--- config.mk ---
export PLATFORM = sky130hd
export DESIGN_NAME = drap_ifetch_pc_unit_flat
export DESIGN_NICKNAME = d
export VERILOG_FILES = /design/src/rtl/drap_ifetch_pc_unit_if.sv /design/src/rtl/drap_ifetch_pc_unit.sv /design/src/flat_wrapper.sv
export SDC_FILE = /design/constraint.sdc
export NUM_CORES = 1
export LEC_CHECK = 0
export ABC_CLOCK_PERIOD_IN_PS = 2100
export BUFFER_PORTS_ARGS = -buffer_cell sky130_fd_sc_hd__buf_2
export CORE_UTILIZATION = 45
export CTS_CLUSTER_SIZE = 10
export DETAILED_ROUTE_END_ITERATION = 12
export GPL_ROUTABILITY_DRIVEN = 1
export PLACE_DENSITY = 0.84
export SETUP_SLACK_MARGIN = 0.05
export SLEW_MARGIN = 20
export SYNTH_ARGS = -nofsm -noshare
export SYNTH_HDL_FRONTEND = slang
export SYNTH_SLANG_ARGS = --single-unit
--- constraint.sdc ---
create_clock -name clk -period 2.1 [get_ports clk]
set_clock_uncertainty 0.15 [all_clocks]
set_input_delay 0.105 -clock clk [delete_from_list [all_inputs] [get_ports clk]]
set_output_delay 0.105 -clock clk [all_outputs]
set_load 0.05 [all_outputs]
--- src/rtl/drap_ifetch_pc_unit_if.sv ---
// Fetch-unit bus bundle: the instruction-memory request/ack channel, the
// decode-side valid/ready channel and the redirect inputs.
interface drap_ifetch_pc_unit_if #(
   parameter int B      = 32,
   parameter int BOFF_W = 16,
   parameter int JIDX_W = 26
);
   // instruction memory channel
   logic              imem_req;
   logic [B-1:0]      imem_addr;
   logic              imem_ack;
   logic [B-1:0]      imem_rdata;

   // decode channel
   logic [B-1:0]      instr;
   logic [B-1:0]      instr_pc;
   logic              instr_valid;
   logic              instr_ready;

   // redirect inputs
   logic              br_taken;
   logic [B-1:0]      br_pc;
   logic [BOFF_W-1:0] br_off;
   logic              jmp;
   logic [JIDX_W-1:0] jmp_idx;
   logic              jr;
   logic [B-1:0]      jr_target;
   logic              align_err;

   // fetch unit side
   modport master (
      output imem_req, imem_addr, instr, instr_pc, instr_valid, align_err,
      input  imem_ack, imem_rdata, instr_ready,
      input  br_taken, br_pc, br_off, jmp, jmp_idx, jr, jr_target
   );

   // memory / decode / branch-unit side
   modport slave (
      input  imem_req, imem_addr, instr, instr_pc, instr_valid, align_err,
      output imem_ack, imem_rdata, instr_ready,
      output br_taken, br_pc, br_off, jmp, jmp_idx, jr, jr_target
   );
endinterface

--- src/rtl/drap_ifetch_pc_unit.sv ---
// Instruction-fetch PC unit. Holds the PC, issues one outstanding fetch at a
// time to instruction memory, buffers one fetched word for decode and
// redirects on jr / jmp / taken branch (priority in that order). A redirect
// that arrives while a fetch is in flight marks that fetch as squashed so its
// data is dropped when the ack finally comes back.
module drap_ifetch_pc_unit #(
   parameter int           B        = 32,
   parameter logic [B-1:0] RESET_PC = '0,
   parameter int           INC      = 4,
   parameter int           BOFF_W   = 16,
   parameter int           JIDX_W   = 26
) (
   input  logic                  clk,
   input  logic                  rst_n,
   drap_ifetch_pc_unit_if.master bus
);

   typedef enum logic [1:0] {
      S_IDLE = 2'd0,
      S_REQ  = 2'd1,
      S_HOLD = 2'd2
   } state_t;

   localparam logic [B-1:0] INC_B = B'(INC);
   // low bits replaced by the jump index (index plus the two byte bits)
   localparam logic [B-1:0] JMASK = {B{1'b1}} >> (B - JIDX_W - 2);

   state_t              r_state;
   state_t              w_state_nxt;
   logic [B-1:0]        r_pc;
   logic [B-1:0]        w_pc_nxt;
   logic [B-1:0]        r_pc_req;
   logic [B-1:0]        w_pc_req_nxt;
   logic [B-1:0]        r_instr;
   logic [B-1:0]        w_instr_nxt;
   logic [B-1:0]        r_instr_pc;
   logic [B-1:0]        w_instr_pc_nxt;
   logic                r_instr_valid;
   logic                w_instr_valid_nxt;
   logic                r_squash;
   logic                w_squash_nxt;
   logic                r_align_err;
   logic                w_align_err_nxt;

   logic                w_redir;
   logic [B-1:0]        w_base;
   logic signed [BOFF_W-1:0] w_boff;
   logic signed [B-1:0] w_boff_ext;
   logic [B-1:0]        w_jr_tgt;
   logic [B-1:0]        w_jmp_tgt;
   logic [B-1:0]        w_br_tgt;
   logic [B-1:0]        w_target;

   // Redirect target arithmetic; every add is B bits and wraps.
   assign w_redir    = bus.jr | bus.jmp | bus.br_taken;
   assign w_base     = bus.br_pc + INC_B;
   assign w_boff     = bus.br_off;
   assign w_boff_ext = B'(w_boff);
   assign w_jr_tgt   = {bus.jr_target[B-1:2], 2'b00};
   assign w_jmp_tgt  = (w_base & ~JMASK) | B'({bus.jmp_idx, 2'b00});
   assign w_br_tgt   = $unsigned($signed(w_base) + (w_boff_ext <<< 2));

   // Redirect priority: jr over jmp over taken branch.
   always_comb begin
      w_target = w_br_tgt;
      if (bus.jr) begin
         w_target = w_jr_tgt;
      end else if (bus.jmp) begin
         w_target = w_jmp_tgt;
      end
   end

   // State and datapath registers, cleared asynchronously.
   always_ff @(posedge clk or negedge rst_n) begin
      if (!rst_n) begin
         r_state       <= S_IDLE;
         r_pc          <= RESET_PC;
         r_pc_req      <= RESET_PC;
         r_instr       <= '0;
         r_instr_pc    <= '0;
         r_instr_valid <= 1'b0;
         r_squash      <= 1'b0;
         r_align_err   <= 1'b0;
      end else begin
         r_state       <= w_state_nxt;
         r_pc          <= w_pc_nxt;
         r_pc_req      <= w_pc_req_nxt;
         r_instr       <= w_instr_nxt;
         r_instr_pc    <= w_instr_pc_nxt;
         r_instr_valid <= w_instr_valid_nxt;
         r_squash      <= w_squash_nxt;
         r_align_err   <= w_align_err_nxt;
      end
   end

   // Next-state logic for the fetch sequencer and the single-entry buffer.
   always_comb begin
      w_state_nxt       = r_state;
      w_pc_nxt          = r_pc;
      w_pc_req_nxt      = r_pc_req;
      w_instr_nxt       = r_instr;
      w_instr_pc_nxt    = r_instr_pc;
      w_instr_valid_nxt = r_instr_valid;
      w_squash_nxt      = r_squash;
      // a misaligned jr target is truncated; flag it for one cycle
      w_align_err_nxt   = bus.jr & (|bus.jr_target[1:0]);

      case (r_state)
         S_IDLE: begin
            // one quiet cycle after reset; a redirect here replaces RESET_PC
            w_state_nxt = S_REQ;
            if (w_redir) begin
               w_pc_nxt          = w_target;
               w_pc_req_nxt      = w_target;
               w_instr_valid_nxt = 1'b0;
            end
         end

         S_REQ: begin
            if (bus.imem_ack) begin
               if (w_redir || r_squash) begin
                  // stale data: drop it and immediately refetch from the new pc
                  w_squash_nxt = 1'b0;
                  if (w_redir) begin
                     w_pc_nxt     = w_target;
                     w_pc_req_nxt = w_target;
                  end else begin
                     w_pc_req_nxt = r_pc;
                  end
               end else begin
                  w_instr_nxt       = bus.imem_rdata;
                  w_instr_pc_nxt    = r_pc_req;
                  w_instr_valid_nxt = 1'b1;
                  w_pc_nxt          = r_pc_req + INC_B;
                  w_state_nxt       = S_HOLD;
               end
            end else if (w_redir) begin
               // request address must stay stable; remember to drop its data
               w_pc_nxt     = w_target;
               w_squash_nxt = 1'b1;
            end
         end

         S_HOLD: begin
            if (w_redir) begin
               // redirect flushes the buffer even if decode accepts this cycle
               w_pc_nxt          = w_target;
               w_pc_req_nxt      = w_target;
               w_instr_valid_nxt = 1'b0;
               w_state_nxt       = S_REQ;
            end else if (bus.instr_ready) begin
               w_instr_valid_nxt = 1'b0;
               w_pc_req_nxt      = r_pc;
               w_state_nxt       = S_REQ;
            end
         end

         default: begin
            w_state_nxt = S_IDLE;
         end
      endcase
   end

   assign bus.imem_req    = (r_state == S_REQ);
   assign bus.imem_addr   = r_pc_req;
   assign bus.instr       = r_instr;
   assign bus.instr_pc    = r_instr_pc;
   assign bus.instr_valid = r_instr_valid;
   assign bus.align_err   = r_align_err;

endmodule

--- src/flat_wrapper.sv ---
// flat-port wrapper written by rule: the top's interface ports become plain ports
module drap_ifetch_pc_unit_flat 
#(
   parameter int           B        = 32,
   parameter logic [B-1:0] RESET_PC = '0,
   parameter int           INC      = 4,
   parameter int           BOFF_W   = 16,
   parameter int           JIDX_W   = 26
)
  (clk, rst_n, bus_imem_req, bus_imem_addr, bus_instr, bus_instr_pc, bus_instr_valid, bus_align_err, bus_imem_ack, bus_imem_rdata, bus_instr_ready, bus_br_taken, bus_br_pc, bus_br_off, bus_jmp, bus_jmp_idx, bus_jr, bus_jr_target);
  drap_ifetch_pc_unit_if #(.B(B), .BOFF_W(BOFF_W), .JIDX_W(JIDX_W)) bus_i ();
  input  logic clk;
  input  logic rst_n;
  output wire logic [$bits(bus_i.imem_req)-1:0] bus_imem_req;
  output wire logic [$bits(bus_i.imem_addr)-1:0] bus_imem_addr;
  output wire logic [$bits(bus_i.instr)-1:0] bus_instr;
  output wire logic [$bits(bus_i.instr_pc)-1:0] bus_instr_pc;
  output wire logic [$bits(bus_i.instr_valid)-1:0] bus_instr_valid;
  output wire logic [$bits(bus_i.align_err)-1:0] bus_align_err;
  input wire logic [$bits(bus_i.imem_ack)-1:0] bus_imem_ack;
  input wire logic [$bits(bus_i.imem_rdata)-1:0] bus_imem_rdata;
  input wire logic [$bits(bus_i.instr_ready)-1:0] bus_instr_ready;
  input wire logic [$bits(bus_i.br_taken)-1:0] bus_br_taken;
  input wire logic [$bits(bus_i.br_pc)-1:0] bus_br_pc;
  input wire logic [$bits(bus_i.br_off)-1:0] bus_br_off;
  input wire logic [$bits(bus_i.jmp)-1:0] bus_jmp;
  input wire logic [$bits(bus_i.jmp_idx)-1:0] bus_jmp_idx;
  input wire logic [$bits(bus_i.jr)-1:0] bus_jr;
  input wire logic [$bits(bus_i.jr_target)-1:0] bus_jr_target;
  assign bus_imem_req = bus_i.imem_req;
  assign bus_imem_addr = bus_i.imem_addr;
  assign bus_instr = bus_i.instr;
  assign bus_instr_pc = bus_i.instr_pc;
  assign bus_instr_valid = bus_i.instr_valid;
  assign bus_align_err = bus_i.align_err;
  assign bus_i.imem_ack = bus_imem_ack;
  assign bus_i.imem_rdata = bus_imem_rdata;
  assign bus_i.instr_ready = bus_instr_ready;
  assign bus_i.br_taken = bus_br_taken;
  assign bus_i.br_pc = bus_br_pc;
  assign bus_i.br_off = bus_br_off;
  assign bus_i.jmp = bus_jmp;
  assign bus_i.jmp_idx = bus_jmp_idx;
  assign bus_i.jr = bus_jr;
  assign bus_i.jr_target = bus_jr_target;
  drap_ifetch_pc_unit #(.B(B), .RESET_PC(RESET_PC), .INC(INC), .BOFF_W(BOFF_W), .JIDX_W(JIDX_W)) u_core (.clk(clk), .rst_n(rst_n), .bus(bus_i));
endmodule
==> flow_results.xml, run 1 <==
<?xml version="1.0" encoding="UTF-8"?>
<metrics>
  <group name="critical_path">
    <metric name="critPathArrivalTime" unit="ns">3.43</metric>
    <metric name="worstSetupStartpointType" unit="">input port</metric>
    <metric name="worstRegToRegCells" unit="">9</metric>
    <metric name="crit-reg2reg-capture" unit="">u_core.r_pc[27]$_DFFE_PN0N_</metric>
    <metric name="timing.critical_path.to_type" unit="">flip-flop</metric>
    <metric name="reg2reg_from" unit="">u_core.bus.imem_addr[2]$_DFFE_PN0P_</metric>
    <metric name="required" unit="ns">2.31</metric>
    <metric name="crit_path_max_fanout" unit="">8</metric>
    <metric name="crit_type" unit="">in2reg</metric>
    <metric name="rrSetupSlack" unit="ns">-0.24</metric>
  </group>
  <group name="run">
    <metric name="drv_cap" unit="">0</metric>
  </group>
  <group name="floorplanning">
    <metric name="design.die.area" unit="mm2">0.0205</metric>
    <metric name="io_pins" unit="">244</metric>
    <metric name="die_h" unit="um">143</metric>
    <metric name="total_number_of_placement_rows" unit="">51</metric>
    <metric name="chipWidth" unit="um">143</metric>
    <metric name="core-area" unit="mm2">0.0195</metric>
    <metric name="initial_core_util" unit="%">45.9</metric>
  </group>
  <group name="route">
    <metric name="vias_per_cell" unit="">6.14</metric>
    <metric name="wl_per_cell" unit="um">21.2</metric>
    <metric name="routed-via-count" unit="">11088</metric>
    <metric name="wl" unit="um">38200</metric>
    <metric name="ant_nets" unit="">0</metric>
    <metric name="initial_drt_pass_iterations" unit="">5</metric>
    <metric name="route.detailed.drc" unit="">0</metric>
    <metric name="drt_first_iter_violations" unit="">1063</metric>
  </group>
  <group name="hold_path">
    <metric name="hold_path_class" unit="">in2reg</metric>
    <metric name="min_delay_path_depth" unit="">5</metric>
    <metric name="hold_end" unit="">u_core.bus.imem_addr[4]$_DFFE_PN0P_</metric>
    <metric name="hold_path.startpoint" unit="">bus_jr_target[4]</metric>
  </group>
  <group name="layout">
    <metric name="layout.core_utilization" unit="%">75.0</metric>
    <metric name="layout.nets" unit="">1714</metric>
    <metric name="area_growth" unit="%">63.3</metric>
    <metric name="fillerInstances" unit="">1193</metric>
    <metric name="drive_gt1_share" unit="%">49.7</metric>
    <metric name="antenna_cells" unit="">0</metric>
  </group>
  <group name="yosys">
    <metric name="yosys_warnings" unit="">0</metric>
    <metric name="synthesized_instance_count" unit="">992</metric>
    <metric name="synth.area.top_cells" unit="">sky130_fd_sc_hd__dfrtp_1, sky130_fd_sc_hd__mux2_2, sky130_fd_sc_hd__ha_1</metric>
    <metric name="yosysTopAreaCell" unit="">sky130_fd_sc_hd__dfrtp_1</metric>
    <metric name="synthAdderAreaFrac" unit="%">5.80</metric>
    <metric name="synth_async_sr_flop_share" unit="%">100</metric>
    <metric name="synth_compound_area_share" unit="%">20.4</metric>
    <metric name="netlist_area" unit="mm2">0.00897</metric>
    <metric name="synth_top_family_by_area" unit="">compound AO/OA/AOI/OAI gates</metric>
    <metric name="synth.top_cell.area_share" unit="%">37.1</metric>
    <metric name="synth_seq_cells" unit="">133</metric>
    <metric name="yosysUniqueCellTypes" unit="">72</metric>
    <metric name="post_synth.cell_area_avg" unit="um2">9.04</metric>
    <metric name="dominant_register_cell_in_the_synthesized_netlist" unit="">sky130_fd_sc_hd__dfrtp_1</metric>
    <metric name="synth_enable_flop_cells" unit="">0</metric>
    <metric name="synth.yosys.seq_area_share" unit="%">37.1</metric>
    <metric name="proportion_of_synthesized_area_in_mux_cells" unit="%">9.36</metric>
    <metric name="post_synth_and_or_nand_nor_area_fraction" unit="%">17.3</metric>
    <metric name="synth_xor_area_share" unit="%">6.64</metric>
    <metric name="mappedNetlistNets" unit="">1178</metric>
  </group>
  <group name="grt">
    <metric name="global_route.usage.total" unit="%">34.7</metric>
    <metric name="grt_antenna_before_repair" unit="">0</metric>
    <metric name="gr-total-overflow" unit="">0</metric>
    <metric name="wire_length_of_the_first_global_routing_pass" unit="um">54700</metric>
    <metric name="first_global_vias" unit="">10842</metric>
    <metric name="pin_count_of_the_biggest_net_entering_global_routing" unit="">50</metric>
  </group>
  <group name="clock_tree">
    <metric name="cts.htree.levels" unit="">4</metric>
    <metric name="tritoncts.num_buffers" unit="">17</metric>
    <metric name="clock_network_latency_to_the_later_pin_of_the_worst_skew_pair" unit="ns">0.43</metric>
    <metric name="cts_tree" unit="">built</metric>
    <metric name="clock_net_sink_count" unit="">133</metric>
    <metric name="ctsRootBufferMaster" unit="">sky130_fd_sc_hd__clkbuf_16</metric>
    <metric name="clockBufferDepth" unit="">2</metric>
    <metric name="clkSlewWorstSetupHoldPaths" unit="ns">0.06</metric>
  </group>
  <group name="place">
    <metric name="post-dp-hpwl" unit="um">24100</metric>
    <metric name="placer_congestion_estimate" unit="">1.05</metric>
    <metric name="total_of_buffers_placed_on_input_and_output_ports" unit="">243</metric>
  </group>
  <group name="run_status">
    <metric name="status" unit="">finished with violations</metric>
    <metric name="violated_checks" unit="">setup timing</metric>
  </group>
  <group name="timing">
    <metric name="finalHoldViolations" unit="">0</metric>
    <metric name="achievable_frequency" unit="MHz">311</metric>
    <metric name="relSlewSlack" unit="%">66.6</metric>
    <metric name="maxSlewViolCount" unit="">0</metric>
    <metric name="worstMarginPinSlew" unit="ns">0.497</metric>
    <metric name="timing.final.setup_violations" unit="">50</metric>
    <metric name="rsz0062_at_grt" unit="">true</metric>
    <metric name="fin_crit" unit="ns">3.22</metric>
    <metric name="post-route-period-util" unit="%">153</metric>
    <metric name="setup_total_negative_slack" unit="ns">-34.31</metric>
    <metric name="setup_ws" unit="ns">-1.12</metric>
  </group>
  <group name="power_and_ir_drop">
    <metric name="pwr_density_cell" unit="mW/mm2">1130</metric>
    <metric name="design_power_total" unit="W">0.0165</metric>
    <metric name="power.static_leakage" unit="nW">6.93</metric>
    <metric name="power.ir.vdd_worst" unit="mV">0.767</metric>
  </group>
</metrics>
## power breakdown
part / switching (W) / internal, W / leakage [nW]
combinational: 0.00617 / 0.00315 / 5.03
clock: 0.00123 / 0.00178 / 0.281
sequential: 0.000648 / 0.00355 / 1.62
total: 0.00805 / 0.00847 / 6.93
## cells in the final DEF, fill, tap and decap left out, types with 32 or more instances in the layout
cell type,Yosys,layout
sky130_fd_sc_hd__nand4_1,32,32
sky130_fd_sc_hd__a21oi_1,74,48
sky130_fd_sc_hd__buf_6,0,32
sky130_fd_sc_hd__xnor2_1,46,34
sky130_fd_sc_hd__buf_4,3,241
sky130_fd_sc_hd__nand2_1,98,87
sky130_fd_sc_hd__mux2_2,63,63
sky130_fd_sc_hd__dlygate4sd3_1,0,57
sky130_fd_sc_hd__buf_2,10,233
sky130_fd_sc_hd__dfrtp_1,133,133
sky130_fd_sc_hd__nor2_1,73,62
## state kept, by name (all words and copies together) (netlist names)
| signal | cells |
|---|---|
| u_core.bus.imem_addr | 32 |
| u_core.bus.align_err | 1 |
| u_core.r_squash | 1 |
| u_core.bus.instr_valid | 1 |
| u_core.r_state | 2 |
| u_core.r_pc | 32 |
| u_core.bus.instr | 32 |
| u_core.bus.instr_pc | 32 |
## Yosys cell counts, types with 4 or more instances
library cell               number
sky130_fd_sc_hd__nand3_1       34
sky130_fd_sc_hd__or3_1          9
sky130_fd_sc_hd__xnor2_1       46
sky130_fd_sc_hd__xor2_1        22
sky130_fd_sc_hd__clkbuf_1      41
sky130_fd_sc_hd__nand2b_1       7
sky130_fd_sc_hd__buf_2         10
sky130_fd_sc_hd__mux2i_1       13
sky130_fd_sc_hd__a22oi_1        8
sky130_fd_sc_hd__a211oi_1       8
sky130_fd_sc_hd__a21o_1        17
sky130_fd_sc_hd__o21ai_0       48
sky130_fd_sc_hd__dfrtp_1      133
sky130_fd_sc_hd__o311ai_0       4
sky130_fd_sc_hd__nand2_1       98
sky130_fd_sc_hd__and2_1         5
sky130_fd_sc_hd__nor3_1        22
sky130_fd_sc_hd__o211ai_1      16
sky130_fd_sc_hd__o22a_1        13
sky130_fd_sc_hd__nor2_1        73
sky130_fd_sc_hd__o31ai_1        7
sky130_fd_sc_hd__o21a_1         9
sky130_fd_sc_hd__inv_1         20
sky130_fd_sc_hd__a31oi_1        9
sky130_fd_sc_hd__a21oi_1       74
sky130_fd_sc_hd__o22ai_1       18
sky130_fd_sc_hd__nand4_1       32
sky130_fd_sc_hd__and3_1        21
sky130_fd_sc_hd__ha_1          40
sky130_fd_sc_hd__mux2_2        63
## metal layers
layer	wire length [um]	track usage, %	vias up
met5	0	0	-
met4	2720	19.5	0
met3	3530	7.55	262
met2	18000	59.2	843
met1	13900	40.3	5256
li1	-	-	4727
## cell type report
class / instances / area (um2) / area share [%]
Timing Repair Buffer: 572 / 4070 / 27.8
Multi-Input combinational cell: 783 / 6240 / 42.6
Clock inverter: 14 / 169 / 1.15
Tap cell: 265 / 332 / 2.26
Clock buffer: 17 / 425 / 2.90
Sequential cell: 133 / 3330 / 22.7
Inverter: 21 / 78.8 / 0.538
## worst max-delay path, cell delays in order
cell and delay, ns:
sky130_fd_sc_hd__buf_6 0.07, sky130_fd_sc_hd__and4_4 0.22, sky130_fd_sc_hd__and4_4 0.22, sky130_fd_sc_hd__buf_8 0.14, sky130_fd_sc_hd__and2_4 0.19, sky130_fd_sc_hd__nand2_1 0.13, sky130_fd_sc_hd__xnor2_2 0.32, sky130_fd_sc_hd__ha_4 0.28
sky130_fd_sc_hd__a21oi_4 0.19, sky130_fd_sc_hd__o21ai_1 0.14, sky130_fd_sc_hd__o41a_1 0.50, sky130_fd_sc_hd__xor2_1 0.27, sky130_fd_sc_hd__o211ai_2 0.16, sky130_fd_sc_hd__a311oi_1 0.34, sky130_fd_sc_hd__a21o_1 0.13
## kinds of logic after synthesis
logic type | Yosys count
muxes | 76
buffers and inverters | 76
AOI/OAI and AO/OA | 276
adders and majority gates | 41
DFF | 133
and+or+nand+nor | 322
xor gates and xnor gates | 68
## how the worst max path moves through the flow
stage          slack (ns)           from  cells past startpoint                              endpoint
5_1_grt             -1.10   bus_br_pc[6]                     15  u_core.bus.imem_addr[24]$_DFFE_PN0P_
3_5_place_dp        -1.33   bus_br_pc[5]                     15  u_core.bus.imem_addr[31]$_DFFE_PN0P_
4_1_cts             -0.74  bus_br_pc[14]                     16  u_core.bus.imem_addr[31]$_DFFE_PN0P_
6_report            -1.12   bus_br_pc[6]                     15  u_core.bus.imem_addr[24]$_DFFE_PN0P_
2_1_floorplan       -0.91  bus_br_pc[14]                     14  u_core.bus.imem_addr[27]$_DFFE_PN0P_
3_3_place_gp        -1.17   bus_br_pc[5]                     15  u_core.bus.imem_addr[19]$_DFFE_PN0P_
## repair_timing
action                     CTS  global route
setup endpoints to repair   55            62
cloned                       0             0
pin swaps                   77            66
hold buffers                57             0
resized for setup           93            86
setup buffers               38            17
hold endpoints to repair   189             0
## per-stage QoR
stage / worst slack (ns) / cell area, um2 / std cells / hold slack, ns
6_report: -1.12 / 14600 / 1805 / 0.0110
5_1_grt: -1.10 / 14600 / 1805 / 0.0613
4_1_cts: -0.741 / 14100 / 1789 / 0.00398
3_5_place_dp: -1.33 / 12300 / 1668 / -0.0885
3_3_place_gp: -1.17 / 12300 / 1668 / -0.0886
2_1_floorplan: -0.913 / 9220 / 992 / -0.341
Power figures use the tool's default switching activity.
==> run 2, diff against run 1 <==
--- a/config.mk
+++ b/config.mk
@@ -7,6 +7,7 @@
 export LEC_CHECK = 0
 export ABC_CLOCK_PERIOD_IN_PS = 2100
 export BUFFER_PORTS_ARGS = -buffer_cell sky130_fd_sc_hd__buf_2
+export CORE_ASPECT_RATIO = 1.4
 export CORE_UTILIZATION = 45
 export CTS_CLUSTER_SIZE = 10
 export DETAILED_ROUTE_END_ITERATION = 12
==> run 2 against run 1 <==
The flow still finishes with violations (setup timing). Utilization is 2.5 points higher. Sequential cell count stayed put. Combinational power is 3.3% higher. Critical path type unchanged. Largest cell class unchanged.
==> flow_results.xml, run 2 (synthesis gave the netlist of run 1 again) <==
<?xml version="1.0" encoding="UTF-8"?>
<metrics>
  <group name="clock_tree">
    <metric name="clock_network_latency_to_the_later_pin_of_the_worst_skew_pair" unit="ns">0.41</metric>
    <metric name="cts.htree.levels" unit="">4</metric>
    <metric name="tritoncts.num_buffers" unit="">17</metric>
    <metric name="ctsRootBufferMaster" unit="">sky130_fd_sc_hd__clkbuf_16</metric>
    <metric name="cts_tree" unit="">built</metric>
    <metric name="clock_net_sink_count" unit="">133</metric>
    <metric name="clkSlewWorstSetupHoldPaths" unit="ns">0.06</metric>
    <metric name="clockBufferDepth" unit="">2</metric>
  </group>
  <group name="timing">
    <metric name="final.hold.worst_slack" unit="ns">0.0203</metric>
    <metric name="achievable_frequency" unit="MHz">318</metric>
    <metric name="relSlewSlack" unit="%">62.3</metric>
    <metric name="finalHoldViolations" unit="">0</metric>
    <metric name="timing.final.setup_violations" unit="">50</metric>
    <metric name="setup_ws" unit="ns">-1.05</metric>
    <metric name="worstMarginPinSlew" unit="ns">0.563</metric>
    <metric name="fin_crit" unit="ns">3.15</metric>
    <metric name="rsz0062_at_grt" unit="">true</metric>
    <metric name="post-route-period-util" unit="%">150</metric>
    <metric name="maxSlewViolCount" unit="">0</metric>
  </group>
  <group name="hold_path">
    <metric name="hold_end" unit="">u_core.bus.imem_addr[22]$_DFFE_PN0P_</metric>
    <metric name="hold_path_class" unit="">in2reg</metric>
    <metric name="hold_path.startpoint" unit="">bus_jr_target[22]</metric>
    <metric name="min_delay_path_depth" unit="">4</metric>
  </group>
  <group name="layout">
    <metric name="most_frequent_cells_in_the_layout" unit="">sky130_fd_sc_hd__buf_4, sky130_fd_sc_hd__buf_2, sky130_fd_sc_hd__dfrtp_1</metric>
    <metric name="layout.core_utilization" unit="%">77.5</metric>
    <metric name="layout.cells.non_filler" unit="">1803</metric>
    <metric name="layout.cells.most_common" unit="">sky130_fd_sc_hd__buf_4</metric>
    <metric name="drive_gt1_share" unit="%">51.3</metric>
    <metric name="design_area" unit="mm2">0.0150</metric>
    <metric name="area_growth" unit="%">67.3</metric>
    <metric name="layout.nets" unit="">1728</metric>
    <metric name="antenna_cells" unit="">0</metric>
  </group>
  <group name="route">
    <metric name="wl_per_cell" unit="um">21.4</metric>
    <metric name="ant_nets" unit="">0</metric>
    <metric name="initial_drt_pass_iterations" unit="">6</metric>
    <metric name="vias_per_cell" unit="">6.11</metric>
    <metric name="drt_first_iter_violations" unit="">1060</metric>
    <metric name="routed-via-count" unit="">11022</metric>
    <metric name="route.detailed.drc" unit="">0</metric>
    <metric name="wl" unit="um">38600</metric>
  </group>
  <group name="place">
    <metric name="placed_area" unit="mm2">0.0123</metric>
    <metric name="total_of_buffers_placed_on_input_and_output_ports" unit="">243</metric>
    <metric name="dp.cells" unit="">1666</metric>
    <metric name="placer_congestion_estimate" unit="">0.978</metric>
    <metric name="post-dp-hpwl" unit="um">24200</metric>
  </group>
  <group name="grt">
    <metric name="grt_antenna_before_repair" unit="">0</metric>
    <metric name="gr-total-overflow" unit="">0</metric>
    <metric name="pin_count_of_the_biggest_net_entering_global_routing" unit="">53</metric>
    <metric name="first_global_vias" unit="">10597</metric>
    <metric name="global_route.usage.total" unit="%">33.6</metric>
    <metric name="wire_length_of_the_first_global_routing_pass" unit="um">53600</metric>
  </group>
  <group name="critical_path">
    <metric name="worstSetupStartpointType" unit="">input port</metric>
    <metric name="reg2reg_from" unit="">u_core.bus.imem_addr[4]$_DFFE_PN0P_</metric>
    <metric name="timing.critical_path.to_type" unit="">flip-flop</metric>
    <metric name="worstRegToRegCells" unit="">10</metric>
    <metric name="rrSetupSlack" unit="ns">-0.51</metric>
    <metric name="critPathArrivalTime" unit="ns">3.35</metric>
    <metric name="crit-reg2reg-capture" unit="">u_core.r_pc[30]$_DFFE_PN0N_</metric>
    <metric name="crit_path_max_fanout" unit="">7</metric>
    <metric name="crit_type" unit="">in2reg</metric>
    <metric name="required" unit="ns">2.30</metric>
  </group>
  <group name="run">
    <metric name="drv_cap" unit="">0</metric>
  </group>
  <group name="power_and_ir_drop">
    <metric name="p_int" unit="W">0.00860</metric>
    <metric name="power.static_leakage" unit="nW">7.09</metric>
    <metric name="share_seq_of_total_power" unit="%">25.1</metric>
    <metric name="pwr_density_cell" unit="mW/mm2">1110</metric>
    <metric name="netSwitchingPower" unit="W">0.00810</metric>
    <metric name="share_comb_of_total_power" unit="%">57.7</metric>
    <metric name="power.ir.vdd_worst" unit="mV">0.649</metric>
    <metric name="p_sw_share" unit="%">48.5</metric>
    <metric name="power.clock.fraction" unit="%">17.2</metric>
  </group>
  <group name="floorplanning">
    <metric name="chipWidth" unit="um">121</metric>
    <metric name="initial_core_util" unit="%">46.3</metric>
    <metric name="total_number_of_placement_rows" unit="">60</metric>
    <metric name="core-area" unit="mm2">0.0194</metric>
    <metric name="io_pins" unit="">244</metric>
    <metric name="design.die.area" unit="mm2">0.0205</metric>
    <metric name="die_h" unit="um">169</metric>
  </group>
  <group name="run_status">
    <metric name="status" unit="">finished with violations</metric>
    <metric name="violated_checks" unit="">setup timing</metric>
  </group>
</metrics>
==> run 2: final cells by class <==
type | count | area, um2
Sequential cell | 133 | 3330
Inverter | 21 | 78.8
Timing Repair Buffer | 585 | 4230
Multi-Input combinational cell | 784 | 6500
Fill cell | 1136 | 4360
Clock buffer | 19 | 433
Tap cell | 248 | 310
Clock inverter | 13 | 135
==> run 2: repair_timing <==
action | CTS | global route
gates resized for setup | 126 | 107
hold endpoints to repair | 189 | 0
pin swaps | 90 | 96
cloned | 1 | 1
hold buffers | 54 | 0
setup endpoints to repair | 56 | 62
setup buffers | 34 | 22
==> run 2: critical path, cell delays in order <==
cell                       delay [ns]
sky130_fd_sc_hd__buf_6           0.07
sky130_fd_sc_hd__and4_4          0.23
sky130_fd_sc_hd__and4_4          0.26
sky130_fd_sc_hd__buf_6           0.13
sky130_fd_sc_hd__buf_12          0.11
sky130_fd_sc_hd__nand2_8         0.06
sky130_fd_sc_hd__xnor2_4         0.15
sky130_fd_sc_hd__ha_4            0.36
sky130_fd_sc_hd__buf_4           0.14
sky130_fd_sc_hd__nand4_1         0.15
sky130_fd_sc_hd__nor3_1          0.29
sky130_fd_sc_hd__a22o_4          0.17
sky130_fd_sc_hd__buf_6           0.12
sky130_fd_sc_hd__nor3_1          0.04
sky130_fd_sc_hd__o31ai_1         0.27
sky130_fd_sc_hd__o21ai_1         0.24
sky130_fd_sc_hd__o211ai_1        0.29
sky130_fd_sc_hd__o21a_1          0.16
==> run 2: per-layer routing <==
layer / vias to the layer above / GRT usage [%] / share of wire (%) / wire length [um]
li1: 4767 / - / - / -
met1: 5227 / 35.7 / 33 / 12900
met2: 778 / 61.4 / 51 / 19800
met3: 250 / 4.65 / 7.6 / 2950
met4: 0 / 21.3 / 7.7 / 2970
met5: - / 0 / 0 / 0
==> run 2: metrics by stage <==
step	TNS, ns	setup slack [ns]	power [W]
2_1_floorplan	-31.18	-0.913	0.00976
3_3_place_gp	-52.41	-1.29	0.0124
3_5_place_dp	-56.16	-1.35	0.0127
4_1_cts	-25.74	-0.795	0.0160
5_1_grt	-38.88	-1.17	0.0173
6_report	-35.38	-1.05	0.0167
==> run 2: power by group through the flow <==
stage                     registers (W)  clock network [W]  logic [W]
final                           0.00419            0.00288    0.00963
after global routing            0.00430            0.00300     0.0100
after CTS                       0.00414            0.00290    0.00893
after detailed placement        0.00418                  0    0.00851
after global placement          0.00411                  0    0.00834
after floorplan                 0.00729                  0    0.00247
==> run 2: how the worst max path moves through the flow <==
stage                        startpoint                                    to  slack [ns]  cells after the start
after global placement     bus_br_pc[5]  u_core.bus.imem_addr[18]$_DFFE_PN0P_       -1.29                     16
final                      bus_br_pc[6]  u_core.bus.imem_addr[16]$_DFFE_PN0P_       -1.05                     18
after global routing       bus_br_pc[6]  u_core.bus.imem_addr[16]$_DFFE_PN0P_       -1.17                     18
after CTS                 bus_br_pc[11]  u_core.bus.imem_addr[27]$_DFFE_PN0P_       -0.79                     15
after detailed placement   bus_br_pc[5]  u_core.bus.imem_addr[18]$_DFFE_PN0P_       -1.35                     16
after floorplan           bus_br_pc[14]  u_core.bus.imem_addr[27]$_DFFE_PN0P_       -0.91                     14
==> run 3, diff against run 2 <==
--- a/config.mk
+++ b/config.mk
@@ -8,12 +8,13 @@
 export ABC_CLOCK_PERIOD_IN_PS = 2100
 export BUFFER_PORTS_ARGS = -buffer_cell sky130_fd_sc_hd__buf_2
 export CORE_ASPECT_RATIO = 1.4
-export CORE_UTILIZATION = 45
+export CORE_UTILIZATION = 44
 export CTS_CLUSTER_SIZE = 10
 export DETAILED_ROUTE_END_ITERATION = 12
 export GPL_ROUTABILITY_DRIVEN = 1
-export PLACE_DENSITY = 0.84
-export SETUP_SLACK_MARGIN = 0.05
+export PLACE_DENSITY = 0.83
+export RECOVER_POWER = 25
+export SETUP_SLACK_MARGIN = 0.3
 export SLEW_MARGIN = 20
 export SYNTH_ARGS = -nofsm -noshare
 export SYNTH_HDL_FRONTEND = slang
==> run 3 against run 2 <==
The flow finishes with violations (hold timing, setup timing). Worst setup slack improved by 0.058 ns. Sequential power rose by 3%. Non-clock buffer count rose by 35. Clock-buffer cell count rose by 1. Hold slack got worse by 0.021 ns. First-iteration DRC count rose by 8.9%. Wire length rose by 11%. Largest power group unchanged.
==> flow_results.xml, run 3 (synthesis gave the netlist of run 1 again) <==
<?xml version="1.0" encoding="UTF-8"?>
<metrics>
  <group name="layout">
    <metric name="layout.cells.most_common" unit="">sky130_fd_sc_hd__buf_4</metric>
    <metric name="drive_gt1_share" unit="%">53.3</metric>
    <metric name="antenna_cells" unit="">0</metric>
    <metric name="design_area" unit="mm2">0.0159</metric>
    <metric name="area_growth" unit="%">76.8</metric>
    <metric name="most_frequent_cells_in_the_layout" unit="">sky130_fd_sc_hd__buf_4, sky130_fd_sc_hd__buf_2, sky130_fd_sc_hd__dfrtp_1</metric>
    <metric name="layout.nets" unit="">1763</metric>
    <metric name="layout.cells.non_filler" unit="">1842</metric>
  </group>
  <group name="run">
    <metric name="drv_cap" unit="">0</metric>
  </group>
  <group name="place">
    <metric name="placed_area" unit="mm2">0.0125</metric>
    <metric name="total_of_buffers_placed_on_input_and_output_ports" unit="">243</metric>
    <metric name="post-dp-hpwl" unit="um">23900</metric>
    <metric name="dp.cells" unit="">1674</metric>
    <metric name="placer_congestion_estimate" unit="">0.913</metric>
  </group>
  <group name="route">
    <metric name="wl" unit="um">42900</metric>
    <metric name="vias_per_cell" unit="">6.34</metric>
    <metric name="route.detailed.drc" unit="">0</metric>
    <metric name="routed-via-count" unit="">11674</metric>
    <metric name="wl_per_cell" unit="um">23.3</metric>
    <metric name="initial_drt_pass_iterations" unit="">9</metric>
    <metric name="drt_first_iter_violations" unit="">1154</metric>
    <metric name="ant_nets" unit="">0</metric>
  </group>
  <group name="timing">
    <metric name="worstMarginPinSlew" unit="ns">1.18</metric>
    <metric name="rsz0062_at_grt" unit="">true</metric>
    <metric name="fin_crit" unit="ns">3.09</metric>
    <metric name="relSlewSlack" unit="%">21.6</metric>
    <metric name="final.hold.worst_slack" unit="ns">-0.000672</metric>
    <metric name="finalHoldViolations" unit="">1</metric>
    <metric name="maxSlewViolCount" unit="">0</metric>
    <metric name="post-route-period-util" unit="%">147</metric>
    <metric name="timing.final.setup_violations" unit="">50</metric>
    <metric name="setup_ws" unit="ns">-0.989</metric>
    <metric name="achievable_frequency" unit="MHz">324</metric>
  </group>
  <group name="clock_tree">
    <metric name="clockBufferDepth" unit="">2</metric>
    <metric name="clkSlewWorstSetupHoldPaths" unit="ns">0.07</metric>
    <metric name="cts_tree" unit="">built</metric>
    <metric name="cts.htree.levels" unit="">4</metric>
    <metric name="ctsRootBufferMaster" unit="">sky130_fd_sc_hd__clkbuf_16</metric>
    <metric name="clock_net_sink_count" unit="">133</metric>
    <metric name="tritoncts.num_buffers" unit="">17</metric>
    <metric name="clock_network_latency_to_the_later_pin_of_the_worst_skew_pair" unit="ns">0.42</metric>
  </group>
  <group name="critical_path">
    <metric name="timing.critical_path.to_type" unit="">flip-flop</metric>
    <metric name="required" unit="ns">2.25</metric>
    <metric name="crit_path_max_fanout" unit="">3</metric>
    <metric name="critPathArrivalTime" unit="ns">3.23</metric>
    <metric name="worstSetupStartpointType" unit="">input port</metric>
    <metric name="crit_type" unit="">in2reg</metric>
  </group>
  <group name="run_status">
    <metric name="status" unit="">finished with violations</metric>
    <metric name="violated_checks" unit="">hold timing, setup timing</metric>
  </group>
  <group name="grt">
    <metric name="wire_length_of_the_first_global_routing_pass" unit="um">55200</metric>
    <metric name="grt_antenna_before_repair" unit="">0</metric>
    <metric name="pin_count_of_the_biggest_net_entering_global_routing" unit="">49</metric>
    <metric name="global_route.usage.total" unit="%">34.4</metric>
    <metric name="first_global_vias" unit="">10830</metric>
    <metric name="gr-total-overflow" unit="">0</metric>
  </group>
  <group name="floorplanning">
    <metric name="chipWidth" unit="um">123</metric>
    <metric name="total_number_of_placement_rows" unit="">61</metric>
    <metric name="die_h" unit="um">171</metric>
    <metric name="design.die.area" unit="mm2">0.0210</metric>
    <metric name="initial_core_util" unit="%">45.0</metric>
    <metric name="core-area" unit="mm2">0.0199</metric>
    <metric name="io_pins" unit="">244</metric>
  </group>
  <group name="power_and_ir_drop">
    <metric name="design_power_total" unit="W">0.0182</metric>
    <metric name="power.static_leakage" unit="nW">7.74</metric>
    <metric name="pwr_density_cell" unit="mW/mm2">1150</metric>
    <metric name="power.ir.vdd_worst" unit="mV">0.567</metric>
  </group>
  <group name="hold_path">
    <metric name="hold_path_class" unit="">in2reg</metric>
  </group>
</metrics>
[run 3: area by class of cell]
class                      count  area (um2)
clock buffer                  20         467
clock inverter                12         176
fill                        1066        4060
inverter                      21        78.8
multi-input combinational    784        6800
sequential                   133        3330
tap                          252         315
timing repair buffer         620        4690
[run 3: critical path, stage by stage]
cell                       delay, ns
sky130_fd_sc_hd__buf_6          0.07
sky130_fd_sc_hd__nand4_1        0.20
sky130_fd_sc_hd__nor3_2         0.31
sky130_fd_sc_hd__buf_4          0.18
sky130_fd_sc_hd__nand3_4        0.08
sky130_fd_sc_hd__buf_4          0.17
sky130_fd_sc_hd__nor2_1         0.16
sky130_fd_sc_hd__xnor2_1        0.23
sky130_fd_sc_hd__ha_1           0.35
sky130_fd_sc_hd__a21oi_1        0.22
sky130_fd_sc_hd__o21ai_1        0.14
sky130_fd_sc_hd__a211oi_2       0.32
sky130_fd_sc_hd__o21ai_0        0.19
sky130_fd_sc_hd__nand4_1        0.16
sky130_fd_sc_hd__mux2i_2        0.24
sky130_fd_sc_hd__a31oi_1        0.10
[run 3: what timing repair did]
item,in CTS,in global routing
cloned,3,9
pin swaps,52,89
endpoints found under the hold margin,193,0
setup buffers,38,31
hold buffers,55,0
setup endpoints to repair,63,128
resized for setup,189,141
[run 3: path summary, 6_finish.rpt]
path | from | to | slack (ns) | cells past startpoint
worst min register to register | u_core.r_pc[28]$_DFFE_PN0N_ | u_core.r_pc[28]$_DFFE_PN0N_ | 0.34 | 2
min in group asynchronous | rst_n | u_core.bus.instr_pc[6]$_DFFE_PN0P_ | 0.29 | 2
worst max-delay path | bus_br_pc[11] | u_core.bus.imem_addr[31]$_DFFE_PN0P_ | -0.99 | 16
worst max register to register | u_core.bus.imem_addr[3]$_DFFE_PN0P_ | u_core.r_pc[30]$_DFFE_PN0N_ | -0.43 | 11
max in group asynchronous | rst_n | u_core.bus.imem_addr[27]$_DFFE_PN0P_ | 0.23 | 3
worst min-delay path | bus_jr_target[18] | u_core.r_pc[18]$_DFFE_PN0N_ | -0.0007 | 4
[run 3: metal layers]
layer	global-route usage [%]	share of wire (%)	vias up
met5	0	0	-
met4	23.0	8.5	0
met3	5.40	9.1	351
met2	60.5	49	1036
met1	37.6	33	5455
li1	-	-	4832
[run 3: where the power goes]
group | leakage, nW | total [W] | internal (W) | switching (W)
combinational | 5.81 | 0.0107 | 0.00400 | 0.00667
clock | 0.312 | 0.00326 | 0.00208 | 0.00118
sequential | 1.62 | 0.00431 | 0.00355 | 0.000754
[run 3: metrics by stage]
| stage | setup WS (ns) | hold WS (ns) | util [%] | TNS [ns] |
|---|---|---|---|---|
| floorplan | -0.913 | -0.341 | - | -31.17 |
| global placement | -1.26 | -0.0867 | 62.5 | -50.58 |
| detailed placement | -1.36 | -0.0778 | 62.5 | -53.36 |
| CTS | -0.761 | 0.00221 | 74.2 | -25.13 |
| global route | -1.10 | 0.00981 | 79.6 | -44.19 |
| finish | -0.989 | -0.000672 | 79.6 | -36.06 |
